[config.mk]
export PLATFORM = sky130hd
export DESIGN_NAME = interrupt_controller
export DESIGN_NICKNAME = d
export VERILOG_FILES = /design/src/rtl/interrupt_controller_pkg.sv /design/src/rtl/interrupt_channel_sync.sv /design/src/rtl/interrupt_controller.sv
export SDC_FILE = /design/constraint.sdc
export NUM_CORES = 1
export LEC_CHECK = 0
export ABC_AREA = 1
export BUFFER_PORTS_ARGS = -buffer_cell sky130_fd_sc_hd__buf_2
export CORE_AREA = 2 2 68 70
export DETAILED_ROUTE_END_ITERATION = 6
export DIE_AREA = 0 0 70 72
export GPL_TIMING_DRIVEN = 0
export PLACE_DENSITY = 0.69
export SLEW_MARGIN = 20
export SYNTH_ARGS = -nofsm -noshare
export SYNTH_HDL_FRONTEND = slang
export SYNTH_SLANG_ARGS = --single-unit
[constraint.sdc]
create_clock -name clock -period 1.07 [get_ports clock]
set_clock_uncertainty 0.1 [all_clocks]
set_input_delay 0.214 -clock clock [delete_from_list [all_inputs] [get_ports clock]]
set_output_delay 0.214 -clock clock [all_outputs]
set_load 0.05 [all_outputs]
[src/rtl/interrupt_controller_pkg.sv]
// Shared types and constants for the 68030 interrupt controller.
package interrupt_controller_pkg;

    // IACK handshake states.
    typedef enum logic [1:0] {
        IDLE    = 2'd0,
        ACK     = 2'd1,
        RELEASE = 2'd2
    } state_e;

    localparam logic [7:0] SPURIOUS_VECTOR = 8'h18;
    localparam int unsigned IPL_WIDTH = 3;

    // Level of channel i from a packed 3-bit-per-channel map (up to 16 channels).
    function automatic logic [IPL_WIDTH-1:0] level_of(input logic [47:0] level_map, input int i);
        return level_map[3*i +: 3];
    endfunction

endpackage

[src/rtl/interrupt_channel_sync.sv]
// One request channel: input synchroniser, rising-edge detect and pending flop.
module interrupt_channel_sync #(
    parameter int unsigned SYNC_STAGES = 2
) (
    input  logic clock,
    input  logic reset,
    input  logic irq,
    input  logic edge_mode,
    input  logic clear,
    output logic pending
);

    logic [SYNC_STAGES-1:0] sync_q;
    logic                   s_prev_q;
    logic                   pending_q;
    logic                   s;

    assign s       = sync_q[SYNC_STAGES-1];
    assign pending = pending_q;

    // Synchronise the request, then follow it (level) or latch its rising edge (edge).
    always_ff @(posedge clock) begin
        if (reset) begin
            sync_q    <= '0;
            s_prev_q  <= 1'b0;
            pending_q <= 1'b0;
        end else begin
            sync_q   <= {sync_q[SYNC_STAGES-2:0], irq};
            s_prev_q <= s;
            if (!edge_mode) begin
                pending_q <= s;
            end else if (s && !s_prev_q) begin
                // A new edge beats a simultaneous clear.
                pending_q <= 1'b1;
            end else if (clear) begin
                pending_q <= 1'b0;
            end
        end
    end

endmodule

[src/rtl/interrupt_controller.sv]
// 68030 interrupt controller: prioritised IPL encoding and IACK vector/autovector service.
// Optional macro INTERRUPT_CONTROLLER_SPURIOUS_EN: an IACK with no winner returns the
// spurious vector instead of an autovector.
module interrupt_controller
    import interrupt_controller_pkg::*;
#(
    parameter int unsigned            CHANNELS           = 8,
    parameter logic [3*CHANNELS-1:0]  LEVEL_MAP          = {3'd7, 3'd6, 3'd5, 3'd4,
                                                            3'd3, 3'd2, 3'd1, 3'd1},
    parameter logic [CHANNELS-1:0]    EDGE_MASK          = '0,
    parameter logic [CHANNELS-1:0]    DEVICE_VECTOR_MASK = '0,
    parameter logic [CHANNELS-1:0]    AUTOVECTOR_MASK    = '0,
    parameter logic [7:0]             VECTOR_BASE        = 8'h40,
    parameter int unsigned            SYNC_STAGES        = 2
) (
    input  logic                 clock,
    input  logic                 reset,
    input  logic [CHANNELS-1:0]  irq_in,
    input  logic                 write,
    input  logic                 cs_mask,
    input  logic                 cs_pending,
    input  logic [31:0]          data_in,
    output logic [CHANNELS-1:0]  mask_out,
    output logic [CHANNELS-1:0]  pending_out,
    input  logic                 iack,
    input  logic [2:0]           iack_level,
    output logic [2:0]           ipl,
    output logic [7:0]           vector,
    output logic                 vector_valid,
    output logic                 avec,
    output logic [CHANNELS-1:0]  channel_iack
);

    localparam int unsigned IDX_W = (CHANNELS > 1) ? $clog2(CHANNELS) : 1;

    state_e               state_q, state_d;
    logic [CHANNELS-1:0]  mask_q;
    logic [CHANNELS-1:0]  pending;
    logic [CHANNELS-1:0]  level_nz;
    logic [CHANNELS-1:0]  active;
    logic [CHANNELS-1:0]  clear;
    logic [2:0]           ipl_q, ipl_d;
    logic [IDX_W-1:0]     arb_idx, win_q;
    logic                 arb_found, found_q;
    logic                 entry;
    logic                 win_dev, win_auto;
    logic                 unused_data;

    assign unused_data = ^data_in;
    assign entry       = (state_q == IDLE) && iack;

    for (genvar i = 0; i < CHANNELS; i++) begin : g_chan
        assign level_nz[i] = level_of(48'(LEVEL_MAP), i) != 3'd0;
        // Software W1C or acknowledging this channel clears an edge-latched request.
        assign clear[i] = (write && cs_pending && data_in[i]) ||
                          (entry && arb_found && (arb_idx == IDX_W'(i)));

        interrupt_channel_sync #(
            .SYNC_STAGES (SYNC_STAGES)
        ) u_sync (
            .clock     (clock),
            .reset     (reset),
            .irq       (irq_in[i]),
            .edge_mode (EDGE_MASK[i]),
            .clear     (clear[i]),
            .pending   (pending[i])
        );
    end

    assign active      = pending & mask_q & level_nz;
    assign mask_out    = mask_q;
    assign pending_out = pending;
    assign ipl         = ipl_q;

    // Highest active level, and lowest-index active channel at the IACK level.
    always_comb begin
        ipl_d     = '0;
        arb_found = 1'b0;
        arb_idx   = '0;
        for (int i = int'(CHANNELS) - 1; i >= 0; i--) begin
            if (active[i] && (level_of(48'(LEVEL_MAP), i) > ipl_d)) begin
                ipl_d = level_of(48'(LEVEL_MAP), i);
            end
            if (active[i] && (level_of(48'(LEVEL_MAP), i) == iack_level)) begin
                arb_found = 1'b1;
                arb_idx   = IDX_W'(i);
            end
        end
    end

    // IACK handshake sequencing.
    always_comb begin
        state_d = state_q;
        unique case (state_q)
            IDLE:    if (iack) state_d = ACK;
            ACK:     if (!iack) state_d = RELEASE;
            RELEASE: state_d = IDLE;
            default: state_d = IDLE;
        endcase
    end

    // State, mask, IPL and latched winner registers.
    always_ff @(posedge clock) begin
        if (reset) begin
            state_q <= IDLE;
            mask_q  <= '0;
            ipl_q   <= '0;
            win_q   <= '0;
            found_q <= 1'b0;
        end else begin
            state_q <= state_d;
            if (write && cs_mask) mask_q <= data_in[CHANNELS-1:0];
            if (state_q == IDLE) ipl_q <= ipl_d;
            if (entry) begin
                win_q   <= arb_idx;
                found_q <= arb_found;
            end
        end
    end

    assign win_dev  = found_q && DEVICE_VECTOR_MASK[win_q];
    assign win_auto = found_q && !win_dev && AUTOVECTOR_MASK[win_q];

    // Acknowledge outputs, driven only while in ACK.
    always_comb begin
        vector       = '0;
        vector_valid = 1'b0;
        avec         = 1'b0;
        channel_iack = '0;
        if (state_q == ACK) begin
            if (win_dev) begin
                channel_iack[win_q] = 1'b1;
            end else if (win_auto) begin
                avec = 1'b1;
            end else if (found_q) begin
                vector       = VECTOR_BASE + 8'(win_q);
                vector_valid = 1'b1;
            end else begin
`ifdef INTERRUPT_CONTROLLER_SPURIOUS_EN
                vector       = SPURIOUS_VECTOR;
                vector_valid = 1'b1;
`else
                avec = 1'b1;
`endif
            end
        end
    end

endmodule

* Word-level counts from Yosys, hierarchy flattened
Memories as Yosys holds them, arrays and structs flattened. A register that Yosys moved wholly into a read port is not among the register bits. Index checks and enable logic that the tools add are counted.
Storage, ports and cells: bits in registers 41, memory bits (read-only) 8, bits of input ports 49, output and inout port bits 37, word-level logic and storage cells 113, memories kept 1
Cells by class: add/sub/neg operators 1, order comparisons 9, equal/unequal tests 10, mux-type cells 46, bitwise logic cells 1, reduce and logical (&&, ||, !) cells 24
Memory list:
- (no name shown) | words 8, width 1, read ports 1, clocked after memory_dff 1, write ports 0, RTL line interrupt_controller.sv:122 | assign win_auto = found_q && !win_dev && AUTOVECTOR_MASK[win_q];
Operators with widths (number):
- two-way mux 3 bit | 18
- two-way mux 8 bit | 6
- logical AND 1 bit | 21
- two-way mux 1 bit | 18
- == test 3 bit (first input constant) | 4
- greater-than comparator 3 bit (first input constant) | 3
- adder 7 x 3 -> 8 bit (first input constant) | 1
- bitwise AND 8 bit | 1
- == test 2 x 3 -> 1 bit (first input constant) | 2
- greater-than comparator 1 x 3 -> 1 bit (first input constant) | 2
- greater-than comparator 2 x 3 -> 1 bit (first input constant) | 2
- less-than comparator 3 x 4 -> 1 bit (second input constant) | 1
- two-way mux 2 bit | 2
- inequality test 2 bit (second input constant) | 2
- case mux 2 bit (2 select lines) | 1
- demux 1 bit (select 3 bit) | 1
- == test 1 x 3 -> 1 bit (first input constant) | 1
- >= comparator 3 x 1 -> 1 bit (second input constant) | 1
- == test 2 x 1 -> 1 bit (second input constant) | 1
- zero test 2 bit | 1
- AND reduction 2 bit | 1
- zero test 1 bit | 1

* Longest topological paths before layout
Gate-level depths: netlist of run 1.
word-level depth 23, mapped depth 9, mapped depth without buffers 9

* Modules after synthesis
Synthesis of run 1 repeated with hierarchy kept, for this count alone.
Second synthesis, totals: cells, all modules 328, area total of the unflattened synthesis 2174.6 um2
Modules (own cells, without submodules):
- interrupt_controller | instances 1, cells an instance 184, area an instance 1103.6 um2, sequential area each 340.3 um2
- interrupt_channel_sync | instances 8, cells an instance 18, area an instance 133.9 um2, sequential area each 80.1 um2

* Least setup slack after synthesis of run 1
No wires, ideal clock.
kind reg-to-output, start register state_q[1], end output vector[6], data arrival time 1515 ps, data required time 756 ps, path slack -759 ps, stages on the path, launching flop included 5, buffers on the path 1, cell sequence dfxtp_1 > inv_1 > nand2_1 > nor2_1 > buf_4
On the way: longest elaborated chain between the ends 2
Ends and longest elaborated chain:
- from (decl) | RTL line interrupt_controller.sv:36 | state_e state_q, state_d;
- from (signal assigned) | RTL line interrupt_controller.sv:111 | state_q <= state_d;
- == test 2 x 1 -> 1 bit | RTL line interrupt_controller.sv:130 | if (state_q == ACK) begin
- two-way mux 8 bit | RTL line interrupt_controller.sv:130
- to (decl) | RTL line interrupt_controller.sv:28 | output logic [7:0] vector,
No other way between the ends.

* Final worst setup path of run 1
Same ends and word-level chain as after synthesis.

==> flow_summary.json, run 1 <==
{
  "run_status": "complete, but fails checks",
  "violations": "negative setup slack",
  "dpl_cell_area_sq_um": 2130,
  "netlist_area_sq_um": 1680,
  "grt-ovfl-total": 0,
  "layout_common_cells": "48 x nor2_1, 36 x inv_1, 25 x buf_2",
  "hold_viol": 0,
  "mostFrequentLayoutCell": "nor2_1",
  "crit_arrival_ns": 1.10,
  "setup_viol": 32,
  "ys_seq_elements": 41,
  "clockBufferDepth": 2,
  "rsz0062_at_grt": "yes",
  "antenna_left": 0,
  "die_h_um": 72,
  "io_pins": 86,
  "drv_cap": 0,
  "cts_tree": "done",
  "worst_slack_ns": -0.340,
  "hpwlAfterDp_um": 2480,
  "cp-end-kind": "output pin",
  "grt_pass1_vias": 1332,
  "antenna_found_initial": 0,
  "rows": 24,
  "period_share_pct": 132,
  "worst_ir_drop_vdd_mv": 0.789,
  "synth.distinct_cells": 21,
  "clock-root-buffer": "clkbuf_8",
  "final_max_slew_viol_count": 0,
  "clock-sinks": 41,
  "cts_inserted_buffers": 5,
  "crit_chain": "inv_2 -> nand2_4 -> nor2_4 -> buf_6 -> buf_8",
  "drc": 0,
  "grt_max_degree": 14,
  "setup_tns_ns": -5.09,
  "final_util_pct": 63.7,
  "internal-power_w": 0.00255,
  "grt.total_usage_pct": 15.8,
  "combPwrFrac_pct": 19.1,
  "synthCells": 232,
  "dp_slack_ns": -0.182,
  "drive_gt1_share_pct": 47.6,
  "antenna_cells": 0,
  "fin_nets": 359,
  "h-tree-depth": 2,
  "clock_power_share_pct": 34.6,
  "switching_share_pct": 28.0,
  "max_freq_mhz": 709,
  "hold_class": "in2reg",
  "register_area_sq_um": 878,
  "cpPeakStageDelay_ns": 0.33,
  "fp.coreArea_sq_um": 4260,
  "critPathSlowestCell": "dfxtp_2",
  "die_x_um": 70,
  "num-fill-cells": 356,
  "grt_pass1_wl_um": 6190,
  "dr.pass1.iters": 4,
  "num_vias": 1536,
  "area_delta_synth_final_pct": 61.4,
  "crit_type": "reg2out",
  "start_util_pct": 39.5,
  "synth_area_per_cell_sq_um": 7.26,
  "routedWlPerCell_um": 10.8,
  "stdcell_area_sq_um": 2720,
  "p_leak_nw": 1.37,
  "io_buffers": 48,
  "die_area_sq_um": 5040,
  "fin_crit_ns": 1.41,
  "gp_congestion": 0.868,
  "p_switching_w": 0.000992,
  "crit_required_ns": 0.76,
  "clkTransAtPathRegs_ns": 0.08,
  "power_density_nw_per_um2": 1300,
  "avgViaCountPerCell": 4.23,
  "ys_warn_count": 0,
  "seqPwrFrac_pct": 46.3,
  "wl_um": 3940,
  "drtIter0Drc": 80,
  "cp-start-kind": "flip-flop",
  "yosysSeqAreaShare_pct": 48.7,
  "multi_input_comb_area_sq_um": 724,
  "crit_fanout": 6,
  "fin_total_pwr_w": 0.00354,
  "insertion_delay_ns": 0.29
}
[worst max-delay path, delay by kind of cell (launching register included)]
| kind | cells | cell delay [ns] |
|---|---|---|
| DFF | 1 | 0.33 |
| buffers and inverters | 3 | 0.29 |
| and+or+nand+nor | 2 | 0.18 |
[cell families after synthesis]
family | synth area share (%)
and+or+nand+nor | 25.9
DFF | 48.7
buffers and inverters | 19.6
AOI/OAI and AO/OA | 5.50
other | 0.223
[per-stage QoR]
stage,cells,hold WS (ns)
3_5_place_dp,343,0.293
4_1_cts,360,0.0113
5_1_grt,363,0.0120
2_1_floorplan,243,0.186
6_report,363,0.0209
3_3_place_gp,343,0.290
[timing repair]
item	CTS	global route
hold buffers	0	0
buffers inserted	9	3
pin swaps	10	4
gates resized for setup	103	18
setup endpoints to repair	31	32
[per-layer routing]
layer	global-route usage, %	wire length [um]	up-vias
met3	5.56	202	7
met4	7.05	63	0
li1	-	-	821
met2	26.5	2030	43
met5	0	0	-
met1	18.4	1640	665
[area by class of cell]
cell class                      count  share of cell area, %
Sequential cell                    41                   32.3
Multi-Input combinational cell    136                   26.7
Timing Repair Buffer               60                   20.9
Buffer                             25                   7.73
Inverter                           41                   5.85
Clock buffer                        6                   2.67
Tap cell                           52                   2.39
Clock inverter                      2                   1.43
[flip-flops by register name, indices dropped and copies added (netlist names)]
| name | flops |
|---|---|
| mask_out | 8 |
| ipl | 3 |
| g_chan.u_sync.pending | 8 |
| win_q | 3 |
| g_chan.u_sync.sync_q | 16 |
| found_q | 1 |
| state_q | 2 |
[power by group through the flow]
stage | clock (W) | sequential, W | combinational [W]
2_1_floorplan | 0 | 0.00175 | 0.000324
3_3_place_gp | 0 | 0.00167 | 0.000518
3_5_place_dp | 0 | 0.00167 | 0.000521
4_1_cts | 0.00125 | 0.00164 | 0.000631
5_1_grt | 0.00133 | 0.00165 | 0.000723
6_report | 0.00122 | 0.00164 | 0.000677
[path summary, 6_finish.rpt]
path / from / to / slack (ns) / depth (start not counted)
hold reg to reg: g_chan[5].u_sync.sync_q[1]$_SDFF_PP0_ / g_chan[5].u_sync.pending$_SDFF_PP0_ / 0.29 / 2
setup reg to reg: state_q[1]$_SDFFE_PP0P_ / found_q$_SDFFE_PP0P_ / -0.32 / 8
hold / removal: irq_in[2] / g_chan[2].u_sync.sync_q[0]$_SDFF_PP0_ / 0.02 / 3
setup / recovery: state_q[1]$_SDFFE_PP0P_ / vector[6] / -0.34 / 5
[Yosys cell counts]
library cell | number | share of area, %
a21oi_1 | 3 | 0.89
a21oi_2 | 1 | 0.52
a31oi_1 | 1 | 0.37
buf_2 | 2 | 0.59
buf_4 | 21 | 9.4
clkbuf_1 | 1 | 0.22
clkbuf_2 | 1 | 0.30
conb_1 | 1 | 0.22
dfxtp_1 | 41 | 49
inv_1 | 40 | 8.9
inv_2 | 1 | 0.22
nand2_1 | 35 | 7.8
nand3_1 | 7 | 2.1
nand3b_1 | 1 | 0.45
nand4_1 | 2 | 0.74
nor2_1 | 54 | 12
nor2_2 | 1 | 0.37
nor2_4 | 1 | 0.67
nor3_1 | 6 | 1.8
o211ai_1 | 1 | 0.45
o21ai_0 | 11 | 3.3
Power figures use the tool's default switching activity.
==> run 2: changes to the inputs <==
==> constraint.sdc (replaced) <==
create_clock -name clock -period 1.07 [get_ports clock]
set_clock_uncertainty 0.1 [all_clocks]
set_input_delay 0.214 -clock clock [delete_from_list [all_inputs] [get_ports clock]]
set_output_delay 0.214 -clock clock [all_outputs]
set_load 0.005 [all_outputs]
==> flow_summary.json, run 2 (synthesized netlist as in run 1, its figures left out) <==
{
  "drc": 0,
  "io_pins": 86,
  "violations": "negative setup slack",
  "hpwlAfterDp_um": 2520,
  "grt.total_usage_pct": 15.2,
  "hold_class": "in2reg",
  "crit_type": "reg2out",
  "area_delta_synth_final_pct": 45.4,
  "hold_viol": 0,
  "p_switching_w": 0.000757,
  "dr.pass1.iters": 4,
  "regMostFlops": "g_chan.u_sync.sync_q",
  "clkTransAtPathRegs_ns": 0.08,
  "p_leak_nw": 1.27,
  "largest_reg_flops": 16,
  "dp_slack_ns": -0.187,
  "period_share_pct": 126,
  "start_util_pct": 39.5,
  "cp-start-kind": "flip-flop",
  "drtIter0Drc": 105,
  "max_freq_mhz": 740,
  "h-tree-depth": 2,
  "cts_tree": "done",
  "power_density_nw_per_um2": 1230,
  "die_area_sq_um": 5040,
  "fp.coreArea_sq_um": 4260,
  "placed_cells": 343,
  "num_vias": 1524,
  "die_h_um": 72,
  "fin_cells": 359,
  "seqPwrFrac_pct": 54.7,
  "antenna_left": 0,
  "rsz0062_at_grt": "yes",
  "run_status": "complete, but fails checks",
  "insertion_delay_ns": 0.29,
  "gp_congestion": 0.894,
  "setup_viol": 26,
  "mostFrequentLayoutCell": "nor2_1",
  "antenna_found_initial": 0,
  "routedWlPerCell_um": 10.4,
  "avgViaCountPerCell": 4.25,
  "internal-power_w": 0.00225,
  "final_max_slew_viol_count": 0,
  "fin_crit_ns": 1.35,
  "grt-ovfl-total": 0,
  "fin_nets": 355,
  "worst_slack_ns": -0.281,
  "io_buffers": 48,
  "cp-end-kind": "output pin",
  "antenna_cells": 0,
  "combPwrFrac_pct": 13.0,
  "worst_ir_drop_vdd_mv": 0.841,
  "grt_pass1_wl_um": 6060,
  "layout_common_cells": "51 x nor2_1, 38 x buf_2, 36 x inv_1",
  "cts-hold-fix-buffers": 0,
  "num-fill-cells": 409,
  "drive_gt1_share_pct": 45.3,
  "cts_inserted_buffers": 5,
  "switching_share_pct": 25.2,
  "clockBufferDepth": 2,
  "clock-root-buffer": "clkbuf_8",
  "crit_fanout": 6,
  "crit_arrival_ns": 1.04,
  "wl_um": 3740,
  "die_x_um": 70,
  "rows": 24,
  "grt_max_degree": 14,
  "clock_power_share_pct": 32.3,
  "clock-sinks": 41,
  "crit_required_ns": 0.76,
  "drv_cap": 0,
  "grt_pass1_vias": 1382
}
[run 2: cell types whose count changed in the layout (fill, tap and decap cells not counted), sizes merged]
cell	before	now
buf	83	79
clkbuf	8	7
clkinvlp	0	1
clkinv	1	2
bufinv	1	0
[run 2: power by group through the flow]
| stage | combinational [W] | clock (W) | sequential, W |
|---|---|---|---|
| 2_1_floorplan | 0.000187 | 0 | 0.00166 |
| 3_3_place_gp | 0.000294 | 0 | 0.00167 |
| 3_5_place_dp | 0.000301 | 0 | 0.00167 |
| 4_1_cts | 0.000357 | 0.000998 | 0.00164 |
| 5_1_grt | 0.000432 | 0.00108 | 0.00165 |
| 6_report | 0.000391 | 0.000970 | 0.00164 |
[run 2: per-stage QoR]
step	setup TNS, ns	hold WS (ns)	cell area [sq um]	util (%)	total power [W]
after floorplan	-0.0770	0.193	1740	-	0.00185
after global placement	-0.919	0.290	2050	48.0	0.00196
after detailed placement	-1.21	0.293	2050	48.0	0.00197
after CTS	-2.63	0.0169	2360	55.4	0.00300
after global routing	-4.22	0.0129	2450	57.4	0.00316
final	-2.92	0.0248	2450	57.4	0.00300
[run 2: layer usage]
metal	share of wire, %	global-route usage (%)	wire length, um	vias to the layer above
met3	6.5	3.89	244	6
met4	1.6	7.26	61	0
met2	50	26.7	1870	49
met1	42	17.4	1570	663
li1	-	-	-	806
met5	0	0	0	-
[run 2: worst max-delay path, cell delays in order (launching register included)]
cell and delay (ns):
dfxtp_2 0.38, inv_1 0.09, nor2_4 0.12, buf_6 0.09, buf_6 0.08
[run 2: final timing paths]
path / slack (ns) / cells after the start / startpoint / to
worst min-delay path: 0.02 / 3 / irq_in[4] / g_chan[4].u_sync.sync_q[0]$_SDFF_PP0_
worst min register to register: 0.29 / 2 / g_chan[3].u_sync.sync_q[1]$_SDFF_PP0_ / g_chan[3].u_sync.pending$_SDFF_PP0_
worst max register to register: -0.23 / 7 / state_q[1]$_SDFFE_PP0P_ / found_q$_SDFFE_PP0P_
worst max-delay path: -0.28 / 4 / found_q$_SDFFE_PP0P_ / vector[6]
[run 2: timing repair]
| item | 4_1_cts | 5_1_grt |
|---|---|---|
| buffers inserted | 7 | 1 |
| endpoints found under the hold margin | 0 | 0 |
| pin swaps | 11 | 13 |
| gates resized for setup | 54 | 21 |
| endpoints found under the setup margin | 27 | 32 |
[run 2: area by class of cell]
class                   instances  area [sq um]  area share, %
flip-flops and latches         41           856           35.0
multi-input cells             136           688           28.1
repair buffers                 56           387           15.8
plain buffers                  25           210           8.58
inverters                      41           156           6.39
clock buffers                   5          68.8           2.81
well taps                      52          65.1           2.66
clock inverters                 3          17.5          0.715
==> run 3: changes to the inputs <==
--- a/config.mk
+++ b/config.mk
@@ -12,6 +12,7 @@
 export DIE_AREA = 0 0 70 72
 export GPL_TIMING_DRIVEN = 0
 export PLACE_DENSITY = 0.69
+export SETUP_SLACK_MARGIN = 0.5
 export SLEW_MARGIN = 20
 export SYNTH_ARGS = -nofsm -noshare
 export SYNTH_HDL_FRONTEND = slang
==> flow_summary.json, run 3 (synthesized netlist as in run 1, its figures left out) <==
{
  "setup_viol": 28,
  "r2r_setup_slack_ns": -0.24,
  "grt.total_usage_pct": 15.1,
  "drc": 0,
  "hpwlAfterDp_um": 2600,
  "rows": 24,
  "h-tree-depth": 2,
  "timing.rr.end": "found_q$_SDFFE_PP0P_",
  "largest_reg_flops": 16,
  "min_from": "irq_in[1]",
  "holdPathEnd": "g_chan[1].u_sync.sync_q[0]$_SDFF_PP0_",
  "regMostFlops": "g_chan.u_sync.sync_q",
  "layout_common_cells": "38 x nor2_1, 33 x buf_2, 31 x buf_6",
  "crit_arrival_ns": 1.04,
  "area_delta_synth_final_pct": 61.9,
  "die_x_um": 70,
  "cts_inserted_buffers": 5,
  "wl_um": 3910,
  "cp-start-kind": "flip-flop",
  "mostFrequentLayoutCell": "nor2_1",
  "placed_cells": 343,
  "run_status": "complete, but fails checks",
  "fin_cells": 367,
  "start_util_pct": 39.5,
  "hold_viol": 0,
  "cts_tree": "done",
  "routedWlPerCell_um": 10.6,
  "fp.coreArea_sq_um": 4260,
  "crit_type": "reg2out",
  "fin_crit_ns": 1.35,
  "insertion_delay_ns": 0.29,
  "drv_cap": 0,
  "hold_class": "in2reg",
  "io_pins": 86,
  "clock-sinks": 41,
  "final_max_slew_viol_count": 0,
  "crit_fanout": 6,
  "cpPeakStageDelay_ns": 0.34,
  "io_buffers": 48,
  "antenna_cells": 0,
  "clockBufferDepth": 2,
  "grt_max_degree": 14,
  "worst_ir_drop_vdd_mv": 0.959,
  "violations": "negative setup slack",
  "cts-hold-fix-buffers": 0,
  "clock-root-buffer": "clkbuf_8",
  "p_leak_nw": 1.36,
  "power_density_nw_per_um2": 1310,
  "grt_pass1_wl_um": 5990,
  "num-fill-cells": 362,
  "crit_chain": "inv_2 -> nand2_4 -> nor2_4 -> buf_4 -> buf_6",
  "clkTransAtPathRegs_ns": 0.07,
  "cp-end-kind": "output pin",
  "rsz0062_at_grt": "yes",
  "rr_worst_depth": 7,
  "antenna_left": 0,
  "crit_required_ns": 0.76,
  "dr.pass1.iters": 4,
  "critPathSlowestCell": "dfxtp_2",
  "drtIter0Drc": 105,
  "worst_slack_ns": -0.281,
  "gp_congestion": 0.794,
  "grt_pass1_vias": 1363,
  "drive_gt1_share_pct": 57.1,
  "die_area_sq_um": 5040,
  "max_freq_mhz": 740,
  "period_share_pct": 126,
  "fin_total_pwr_w": 0.00357,
  "antenna_found_initial": 0,
  "worstReg2RegStart": "state_q[1]$_SDFFE_PP0P_",
  "die_h_um": 72,
  "fin_nets": 363,
  "avgViaCountPerCell": 4.31,
  "dp_slack_ns": -0.177,
  "num_vias": 1581,
  "grt-ovfl-total": 0,
  "holdPathStages": 3
}
run 3: changes by cell type in the layout (fill, tap and decap cells not counted), sizes merged:
cell / previous run / this run
bufinv: 0 / 2
bufbuf: 0 / 1
buf: 79 / 86
clkinv: 2 / 1
clkinvlp: 1 / 0
run 3: area by class of cell:
class	instances	area, sq um	share of cell area, %
Sequential cell	41	872	32.0
Multi-Input combinational cell	136	731	26.8
Timing Repair Buffer	64	505	18.5
Buffer	25	253	9.27
Inverter	41	166	6.10
Clock buffer	5	68.8	2.52
Clock inverter	3	65.1	2.39
Tap cell	52	65.1	2.39
run 3: metrics by stage:
stage                     instance area [sq um]  hold WS [ns]  utilization (%)  TNS (ns)
final                                      2730        0.0231             63.9     -3.20
after global routing                       2730        0.0109             63.9     -4.44
after CTS                                  2560        0.0190             60.0     -2.76
after detailed placement                   2200         0.292             51.7    -0.797
after global placement                     2200         0.288             51.7    -0.708
after floorplan                            1900         0.186                -   -0.0723
run 3: worst max path at each step:
stage | to | start | cells past startpoint | slack [ns]
global placement | win_q[0]$_SDFFE_PP0P_ | iack_level[0] | 9 | -0.16
global route | vector[6] | state_q[1]$_SDFFE_PP0P_ | 5 | -0.34
detailed placement | found_q$_SDFFE_PP0P_ | state_q[1]$_SDFFE_PP0P_ | 6 | -0.18
finish | vector[6] | state_q[1]$_SDFFE_PP0P_ | 5 | -0.28
CTS | vector[6] | state_q[1]$_SDFFE_PP0P_ | 5 | -0.29
floorplan | found_q$_SDFFE_PP0P_ | state_q[1]$_SDFFE_PP0P_ | 6 | -0.06
run 3: per-layer routing:
metal	vias up	part of all wire, %	track usage, %
met3	6	5.5	4.44
met5	-	0	0
met2	52	52	25.6
li1	831	-	-
met1	692	41	18.2
met4	0	1.4	5.77
run 3: where the power goes:
| group | leakage, nW | internal (W) | switching, W | total (W) |
|---|---|---|---|---|
| logic | 0.944 | 0.000266 | 0.000212 | 0.000478 |
| registers | 0.350 | 0.00160 | 0.0000517 | 0.00165 |
| clock network | 0.0681 | 0.000926 | 0.000515 | 0.00144 |
| total | 1.36 | 0.00279 | 0.000779 | 0.00357 |
run 3: critical path: cells and delay by family, from the launching register on:
| kind | cells | cell delay (ns) |
|---|---|---|
| simple gates | 2 | 0.14 |
| flops | 1 | 0.34 |
| buf+inv | 3 | 0.27 |
run 3: what timing repair did:
action / 4_1_cts / 5_1_grt
resized for setup: 29 / 48
setup endpoints to repair: 66 / 59
cloned: 1 / 0
pin swaps: 38 / 10
buffers inserted: 10 / 5
